## src/rtl/sft_rr_sched.sv

```systemverilog
// Round-robin arbiter sharing one 16-bit arithmetic right shifter across N_REQ lanes, result tagged with lane ID.
// Latency: 2 cycles from handshake to out_valid (issue reg -> comb shifter -> out reg), 1 op/cycle sustained.
// Backpressure: out_ready low stalls OUT, then ISSUE, then withholds req_ready; at most 2 ops in flight, none dropped.
module sft_rr_sched #(
    parameter int N_REQ   = 4,
    parameter int D_WIDTH = 16,
    parameter int AMT_W   = 5,
    parameter int ID_W    = 2
) (
    input  logic                       clk,
    input  logic                       rst_n,
    input  logic [N_REQ-1:0]           req_valid,
    input  logic [N_REQ*D_WIDTH-1:0]   req_data,
    input  logic [N_REQ*AMT_W-1:0]     req_amt,
    output logic [N_REQ-1:0]           req_ready,
    output logic [D_WIDTH-1:0]         sft_x,
    output logic                       sft_sign,
    output logic [5:0]                 sft_sel,
    input  logic [D_WIDTH-1:0]         sft_y,
    output logic                       out_valid,
    output logic [D_WIDTH-1:0]         out_data,
    output logic [ID_W-1:0]            out_id,
    input  logic                       out_ready
);

    typedef struct packed {
        logic [D_WIDTH-1:0] x;
        logic [AMT_W-1:0]   amt;
        logic [ID_W-1:0]    id;
    } iss_t;

    logic               iss_v;
    iss_t               iss_q;
    logic [ID_W-1:0]    rr_ptr;
    logic [ID_W-1:0]    rr_nxt;

    logic               out_adv;
    logic               iss_adv;
    logic               found;
    logic [ID_W-1:0]    win;
    logic [ID_W:0]      cand_sum;
    logic               hs;

    logic [D_WIDTH-1:0] lane_data [N_REQ];
    logic [AMT_W-1:0]   lane_amt  [N_REQ];

    // OUT frees up when empty or being drained; ISSUE can move whenever OUT can take it.
    assign out_adv = !out_valid || out_ready;
    assign iss_adv = !iss_v || out_adv;

    // Slice the flat request buses into per-lane operands.
    always_comb begin
        for (int i = 0; i < N_REQ; i++) begin
            lane_data[i] = req_data[i*D_WIDTH +: D_WIDTH];
            lane_amt[i]  = req_amt[i*AMT_W +: AMT_W];
        end
    end

    // Round-robin search: first valid lane at or after rr_ptr, wrapping modulo N_REQ.
    always_comb begin
        found    = 1'b0;
        win      = '0;
        cand_sum = '0;
        for (int k = 0; k < N_REQ; k++) begin
            cand_sum = {1'b0, rr_ptr} + (ID_W+1)'(k);
            if (cand_sum >= (ID_W+1)'(N_REQ)) begin
                cand_sum = cand_sum - (ID_W+1)'(N_REQ);
            end
            if (!found && req_valid[cand_sum[ID_W-1:0]]) begin
                found = 1'b1;
                win   = cand_sum[ID_W-1:0];
            end
        end
    end

    // Grant is suppressed during reset so no lane sees a handshake that will be discarded.
    assign hs     = found && iss_adv && rst_n;
    assign rr_nxt = (win == ID_W'(N_REQ-1)) ? '0 : win + ID_W'(1);

    // One-hot grant to the winner, only when the issue stage can accept.
    always_comb begin
        req_ready = '0;
        if (hs) begin
            req_ready[win] = 1'b1;
        end
    end

    // Issue stage: capture the granted request, advance the pointer past the winner.
    always_ff @(posedge clk or negedge rst_n) begin
        if (!rst_n) begin
            iss_v  <= 1'b0;
            iss_q  <= '0;
            rr_ptr <= '0;
        end else if (hs) begin
            iss_v  <= 1'b1;
            iss_q  <= '{x: lane_data[win], amt: lane_amt[win], id: win};
            rr_ptr <= rr_nxt;
        end else if (iss_adv) begin
            iss_v  <= 1'b0;
        end
    end

    // Shifter drive; amounts of 16 and above collapse to the all-sign-bits select.
    assign sft_x    = iss_q.x;
    assign sft_sign = iss_q.x[D_WIDTH-1];
    assign sft_sel  = {1'b0, |iss_q.amt[AMT_W-1:4], iss_q.amt[3:0]};

    // Output stage: capture the shifter result with its lane tag; hold while stalled.
    always_ff @(posedge clk or negedge rst_n) begin
        if (!rst_n) begin
            out_valid <= 1'b0;
            out_data  <= '0;
            out_id    <= '0;
        end else if (out_adv) begin
            out_valid <= iss_v;
            if (iss_v) begin
                out_data <= sft_y;
                out_id   <= iss_q.id;
            end
        end
    end

endmodule

```

## config.mk

```make
export PLATFORM = sky130hd
export DESIGN_NAME = sft_rr_sched
export DESIGN_NICKNAME = d
export VERILOG_FILES = /design/src/rtl/sft_rr_sched.sv
export SDC_FILE = /design/constraint.sdc
export NUM_CORES = 1
export LEC_CHECK = 0
export ABC_AREA = 1
export CAP_MARGIN = 20
export CELL_PAD_IN_SITES_DETAIL_PLACEMENT = 1
export CELL_PAD_IN_SITES_GLOBAL_PLACEMENT = 1
export CORE_UTILIZATION = 28
export CTS_CLUSTER_DIAMETER = 200
export DETAILED_ROUTE_END_ITERATION = 16
export PLACE_DENSITY_LB_ADDON = 0.3
export RECOVER_POWER = 50
export SYNTH_ARGS = -nofsm -noshare
export SYNTH_HDL_FRONTEND = slang
export SYNTH_SLANG_ARGS = --single-unit
```

## constraint.sdc

```tcl
create_clock -name clk -period 2.2 [get_ports clk]
set_input_delay 0.44 -clock clk [delete_from_list [all_inputs] [get_ports clk]]
set_output_delay 0.44 -clock clk [all_outputs]
set_load 0.005 [all_outputs]
```

# [Word-level counts from Yosys, hierarchy flattened]
# Index checks and enable logic that the tools add are counted.
[totals] ff_bits=45 inputBits=107 out_inout_bits=46
[classes] n_bitwise=1 mux=32 n_lt_le_gt_ge=11 n_reduce_logical=15 eq_ne=1 add_sub_neg=8
[ops] op="$bmux 16 s2" n=1
[ops] op="$mux 16" n=2
[ops] op="$mux 2" n=9
[ops] op="$lt 2x3->1 const B" n=5
[ops] op="$ge 3x3->1 const B" n=4
[ops] op="$mux 1" n=11
[ops] op="$bmux 5 s2" n=1
[ops] op="$mux 5" n=2
[ops] op="$bmux 1 s2" n=4
[ops] op="$sub 2x1->2 const B" n=4
[ops] op="$add 2x2->3 const B" n=2
[ops] op="$logic_and 1x1->1" n=6
[ops] op="$logic_not 1->1" n=5
[ops] op="$mux 4" n=1
[ops] op="$add 2x1->3 const B" n=1
[ops] op="$ge 2x3->1 const B" n=1
[ops] op="$not 2->3" n=1
[ops] op="$add 2x1->2 const B" n=1
[ops] op="$demux 1 s2" n=1
[ops] op="$eq 2x2->1 const B" n=1
[ops] op="$ge 2x1->1 const B" n=1
[ops] op="$logic_or 1x1->1" n=2
[ops] op="$reduce_and 2->1" n=1
[ops] op="$reduce_bool 2->1" n=1

# [Logic depth before layout (Yosys ltp)]
# Gate-level depths: netlist of run 1.
[depth] ltp_word=19 depth_mapped=16 depth_no_buf=14

# [Worst setup path after synthesis of run 1]
# No wires, ideal clock.
[synth_path] kind="register -> output" from="reg rr_ptr[0]" to="out req_ready[1]" path_stages_with_launch=13 arrival_ps=1495 n_path_buf=2 required_time_ps=1760 setup_slack_ps=265 path_cell_list="dfrtp_1 -> buf_6 -> inv_8 -> nand2_1 -> nand3_1 -> nand2_2 -> nor2_4 -> nand3_1 -> nand3_2 -> inv_2 -> buf_6 -> nand3_1 -> inv_1"
[synth_via] elab_chain_cells=19
[synth_lines] element="start: declaration" line="34" text="logic [ID_W-1:0] rr_ptr;"
[synth_lines] element="start signal: assignment" line="97" text="rr_ptr <= rr_nxt;"
[synth_lines] element="parallel branches: the longest is 18 deep, another holds $add 2x1->3"
[synth_lines] element="$mux 4 *" line="83" text="if (hs) begin"
[synth_lines] element="end: declaration" line="15" text="output logic [N_REQ-1:0] req_ready,"
# Every way passes the cells marked *. The select of a mux whose other input is x is not followed.

# [Final worst setup path of run 1]
[layout_path] from="reg rr_ptr[0]" to="out req_ready[3]"
# The elaborated chain is that of the path after synthesis.

==> results of run 1 <==
worst max-delay path by stage:
| stage | end | slack, ps | from |
|---|---|---|---|
| 6_report | req_ready[3] | -330 | rr_ptr[0]$_DFFE_PN0P_ |
| 4_1_cts | req_ready[3] | -320 | rr_ptr[0]$_DFFE_PN0P_ |
| 3_3_place_gp | req_ready[0] | -660 | req_valid[1] |
| 2_1_floorplan | req_ready[1] | 270 | rr_ptr[0]$_DFFE_PN0P_ |
| 3_5_place_dp | req_ready[0] | -810 | req_valid[3] |
| 5_1_grt | req_ready[3] | -440 | rr_ptr[0]$_DFFE_PN0P_ |
power breakdown:
group | internal (mW) | switching, mW
registers | 1.26 | 0.244
clock network | 0.230 | 0.309
logic | 2.93 | 3.16
total | 4.42 | 3.71
stage by stage:
stage	TNS, ps	total power, mW	instance area (um^2)	util, %	hold WS [ps]
3_5_place_dp	-9150	6.54	4700	43.4	473
3_3_place_gp	-6440	6.38	4700	43.4	454
4_1_cts	-1410	7.73	5060	46.7	297
5_1_grt	-5500	8.83	5220	48.2	519
6_report	-2700	8.14	5220	48.2	486
2_1_floorplan	0	4.70	3120	-	144
layer usage:
layer | wire length [um] | vias to the layer above | track usage [%] | part of all wire [%]
li1 | - | 1656 | - | -
met1 | 4590 | 1612 | 22.2 | 43
met2 | 5350 | 106 | 32.5 | 50
met3 | 716 | 7 | 4.24 | 6.7
met4 | 86 | 0 | 3.42 | 0.80
met5 | 0 | - | 0 | 0
repair_timing:
action                                  CTS  global route
setup buffers                            15             4
resized for setup                        69            30
endpoints found under the setup margin    4            25
pin swaps                                26            17
gates cloned                              2             1
placed cells by master (no fill, tap or decap), types with 2 or more instances in the layout:
cell type and count:
clkdlybuf4s50_1 141, nand2_1 108, inv_1 71, dfrtp_1 44, nand3_1 32, buf_4 26
nand4_1 22, nand2_2 16, mux2_2 16, nor2_1 14, nand2_4 13, inv_2 11
a21oi_1 11, o211ai_1 11, buf_6 9, nand3_2 7, nand3_4 5, nor2_4 5
clkbuf_8 5, buf_12 5, o21ai_0 4, dlygate4sd2_1 4, buf_2 4, inv_4 2
inv_6 2, clkbuf_2 2
final cells by class:
cell class	instances	area, um^2	area share, %
Sequential cell	45	1130	21.6
Clock inverter	3	25.0	0.479
Inverter	85	337	6.45
Multi-Input combinational cell	267	1570	30.1
Timing Repair inverter	1	8.76	0.168
Tap cell	140	175	3.36
Timing Repair Buffer	193	1910	36.6
Clock buffer	5	68.8	1.32
sequential cells by signal, indices dropped and copies added, names as in the netlist:
| signal | cells |
|---|---|
| sft_x | 16 |
| sft_sel | 5 |
| rr_ptr | 2 |
| out_data | 16 |
| out_valid | 1 |
| iss_v | 1 |
| iss_q | 2 |
| out_id | 2 |
logic make-up (layout without fill, tap and decap cells):
family                 count (synthesis)  after routing  share of synthesized area (%)
AND/OR/NAND/NOR                      223            223                           32.7
buffers and inverters                128            287                           20.0
flip-flops                            45             45                           36.1
other                                  1              1                          0.120
AO/OA/AOI/OAI                         27             27                           5.26
multiplexers                          16             16                           5.78
worst max-delay path: stages (launching register included):
cell and delay [ps]:
dfrtp_2 450, buf_12 160, inv_6 70, nand2_2 70
nand3_2 100, nand2_4 70, nor2_4 170, nand3_2 100
nand3_2 100, inv_2 50, buf_6 120, nor2_4 90
inv_2 40, nor2_1 90, buf_2 130
==> impl_metrics.toml, run 1 <==
[power_and_ir_drop]
max-vdd-ir-drop_uv = 626
p_leak_nw = 2.60
powerDensity_nw_per_um2 = 1560

[critical_path]
r2r_slack_ps = -100
path_max_fanout = 6
worstSetupPathType = "register to output port"
cp-start-kind = "register"
cp.required_ps = 1760
r2r-start = "rr_ptr[0]$_DFFE_PN0P_"
rr_endpoint = "sft_x[2]$_DFFE_PN0P_"
worst_setup_path_end_kind = "output port"
worstRegToRegCells = 17
cp.arrival_ps = 2090

[place]
pre_cts_slack_ps = -812
dp_hpwl_um = 7470
portBuffers = 151
gp_congestion = 0.833
dpl.cell_count = 710

[sta]
drv_slew = 0
slew_headroom_pct = 23.2
maxClockFrequency_mhz = 395
clock_skew_ps = 11.7
setup_ws_ps = -332
setup_violations = 25
min_period_ps = 2530
hold_viol = 0
tightest_slew_ps = 1150
layout_worst_path_cycle_share_pct = 115
grt_setup_unrepaired = "true"

[logic_synthesis]
yosysTopAreaCell = "dfrtp_1"
syn_area_um2 = 3120
yosysMostFrequentCell = "nand2_1"
synthTopCellsByCount = "nand2_1 (134), inv_1 (81), dfrtp_1 (45)"
syn_nets = 547
ys_types = 23
syn_inst = 440
synth_warnings = 0
synth_top_area_share_pct = 36.1
ys_ff_latch = 45
synth-edff-count = 0
ys_seq_area_share_pct = 36.1
syn-mean-instance-area_um2 = 7.09
ys_top_cells_by_area = "dfrtp_1 (36%), nand2_1 (16%), inv_1 (9.8%), buf_4 (7.0%), nand3_1 (6.3%)"
ys_async_sr_fraction_pct = 100
synth_ff_type = "dfrtp_1"

[route]
drc = 0
wl_um = 10700
drt-wirelength-per-cell_um = 14.5
drtAntennaViolNets = 0
dr.pass1.iters = 5
vias = 3381
routed_via_density = 4.58
drt_iter0_markers = 82

[layout]
fin_nets = 705
num-fill-cells = 1320
drive_above_1_share_pct = 22.4
area_delta_synth_final_pct = 67.4
n_antenna_cell = 0
final_cells = 739

[clock_tree]
cts_sinks = 45
cts-root-buf = "clkbuf_8"
cts_made_buffers = 5
cts_tree = "yes"
holdBufCountCts = 0
ctsLongestPathBuffers = 2
htree_levels = 2
clk-insertion-delay-late_ps = 300
clk_pin_slew_ps = 100

[die]
ioPinCount = 153
num_rows = 38
core_area_um2 = 10800
die_area_um2 = 11600
die_w_um = 108
die-height_um = 108
start_util_pct = 28.8

[run_status]
failed_checks = "setup timing"
status = "finished with violations"

[grt]
gr-total-overflow = 0
track_usage_pct = 18.2
grt_pass1_vias = 3494
grt_start_max_net_pins = 46
grt_antenna_before_repair = 0
grt_pass1_wl_um = 16700

[hold_path]
hold_class = "primary input to async pin"

[job]
maxCapViolations = 0
(Power assumes the default switching activity.)
==> run 2: changes to the inputs <==
- CORE_UTILIZATION: 28 -> 43
- CTS_CLUSTER_DIAMETER: 200 -> 80
- DONT_BUFFER_PORTS: unset -> 1
==> impl_metrics.toml, run 2 (synthesized netlist as in run 1, its figures left out) <==
[clock_tree]
htree_levels = 2
clk_pin_slew_ps = 90
cts_sinks = 45
clk-insertion-delay-late_ps = 290
cts-root-buf = "clkbuf_8"
ctsLongestPathBuffers = 2
cts_made_buffers = 5
cts_tree = "yes"

[die]
start_util_pct = 45.1
ioPinCount = 153
num_rows = 30
die_w_um = 87.2
die_area_um2 = 7600
die-height_um = 87.2
core_area_um2 = 6910

[critical_path]
cp.required_ps = 1760
path_common_cell = "nand2_2"
cp-start-kind = "register"
cp_num_buf_inv = 3
path_max_fanout = 6
critPathMaxStageDelay_ps = 490
crit_chain = "buf_6 -> nand2_2 -> nand2_2 -> nand2_2 -> nand2_2 -> nor2_4 -> nand3_2 -> nand3_4 -> inv_4 -> nor2_4 -> inv_2 -> nor2_4"
worstSetupPathType = "register to output port"
slowest_stage = "dfrtp_2"
cp.arrival_ps = 1910
worst_setup_path_end_kind = "output port"
worstSetupStartpoint = "rr_ptr[0]$_DFFE_PN0P_"
r2r-start = "rr_ptr[0]$_DFFE_PN0P_"
cpLargestDelayFamily = "simple AND/OR/NAND/NOR gates"

[place]
dp_hpwl_um = 5860
portBuffers = 0
gp_congestion = 0.788
pre_cts_slack_ps = -11.3
dpl_cell_area_um2 = 3060

[power_and_ir_drop]
comb_power_share_pct = 66.4
powerDensity_nw_per_um2 = 1950
internal_power_mw = 3.42
seqPwrFrac_pct = 24.5
power_mw = 6.71
max-vdd-ir-drop_uv = 956
p_leak_nw = 1.88
switching_power_mw = 3.29
pwr-share-clk_pct = 9.2
swShare_pct = 49.0

[sta]
setup_ws_ps = -148
tightest_slew_ps = 1110
clock_skew_ps = 9.96
min_period_ps = 2350
drv_slew = 0
hold_viol = 0
slew_headroom_pct = 26.0
fin_setup_tns_ps = -522
grt_setup_unrepaired = "true"
maxClockFrequency_mhz = 426
setup_violations = 4
layout_worst_path_cycle_share_pct = 107

[route]
wl_um = 8420
drtAntennaViolNets = 0
dr.pass1.iters = 4
drt_iter0_markers = 93
drc = 0
vias = 2749
drt-wirelength-per-cell_um = 15.9
routed_via_density = 5.20

[run_status]
failed_checks = "setup timing"
status = "finished with violations"

[layout]
drive_above_1_share_pct = 20.8
layout.cells.most_common_list = "nand2_1 (123), inv_1 (77), dfrtp_1 (43)"
fin_nets = 539
n_antenna_cell = 0
multi_input_area_um2 = 1470
final_area_um2 = 3430
final-seq-area_um2 = 1130
area_delta_synth_final_pct = 10.2
num-fill-cells = 900
utilization_pct = 49.7
layout_commonest_cell = "nand2_1"

[grt]
grt_pass1_wl_um = 12700
grt_antenna_before_repair = 0
grt_start_max_net_pins = 46
gr-total-overflow = 0
track_usage_pct = 21.4
grt_pass1_vias = 2694

[hold_path]
holdCritStartpoint = "sft_y[1]"
hold_class = "primary input to register"

[job]
maxCapViolations = 0
-- run 2: worst register-to-register path, delay by kind of cell, from the launching register on --
| kind | cells | cell delay [ps] |
|---|---|---|
| simple gates | 10 | 800 |
| buf+inv | 3 | 520 |
| flops | 1 | 490 |
| compound gates | 1 | 180 |
-- run 2: through the flow --
step           hold slack, ps  std cells
4_1_cts                   287        524
6_report                  292        529
3_5_place_dp              145        506
2_1_floorplan             144        440
3_3_place_gp              145        506
5_1_grt                   280        529
-- run 2: layer usage --
metal | vias up | routed length (um) | GRT usage [%]
li1 | 1328 | - | -
met1 | 1322 | 3390 | 24.5
met2 | 93 | 4480 | 40.9
met4 | 0 | 51 | 3.43
met3 | 6 | 504 | 4.83
met5 | - | 0 | 0
-- run 2: layout make-up --
class | instances | area share (%)
clock buffer | 6 | 2.11
clock inverter | 2 | 1.13
multi-input combinational | 268 | 42.9
inverter | 85 | 9.65
timing repair buffer | 27 | 7.83
tap | 96 | 3.50
sequential | 45 | 32.9
-- run 2: path summary, 6_finish.rpt --
check	endpoint	slack [ps]	cells past startpoint
setup / recovery	req_ready[3]	-150	12
hold / removal	out_data[1]$_DFFE_PN0P_	290	1
setup reg to reg	sft_x[0]$_DFFE_PN0P_	140	14
hold reg to reg	out_valid$_DFFE_PN0P_	490	2
max in group asynchronous	rr_ptr[1]$_DFFE_PN0P_	530	2
min in group asynchronous	sft_x[4]$_DFFE_PN0P_	910	2
-- run 2: timing repair --
item                                   CTS  global route
setup buffers                            8             3
pin swaps                                7            12
setup endpoints to repair                4            16
gates resized for setup                 30            12
endpoints found under the hold margin   45             0
hold buffers                             2             0
gates cloned                             0             2
-- run 2: power groups by stage --
stage	Sequential (mW)	Combinational [mW]	Clock [mW]
2_1_floorplan	1.47	3.23	0
3_3_place_gp	1.63	3.55	0
3_5_place_dp	1.66	3.68	0
4_1_cts	1.64	4.07	0.628
5_1_grt	1.70	4.96	0.669
6_report	1.64	4.46	0.615
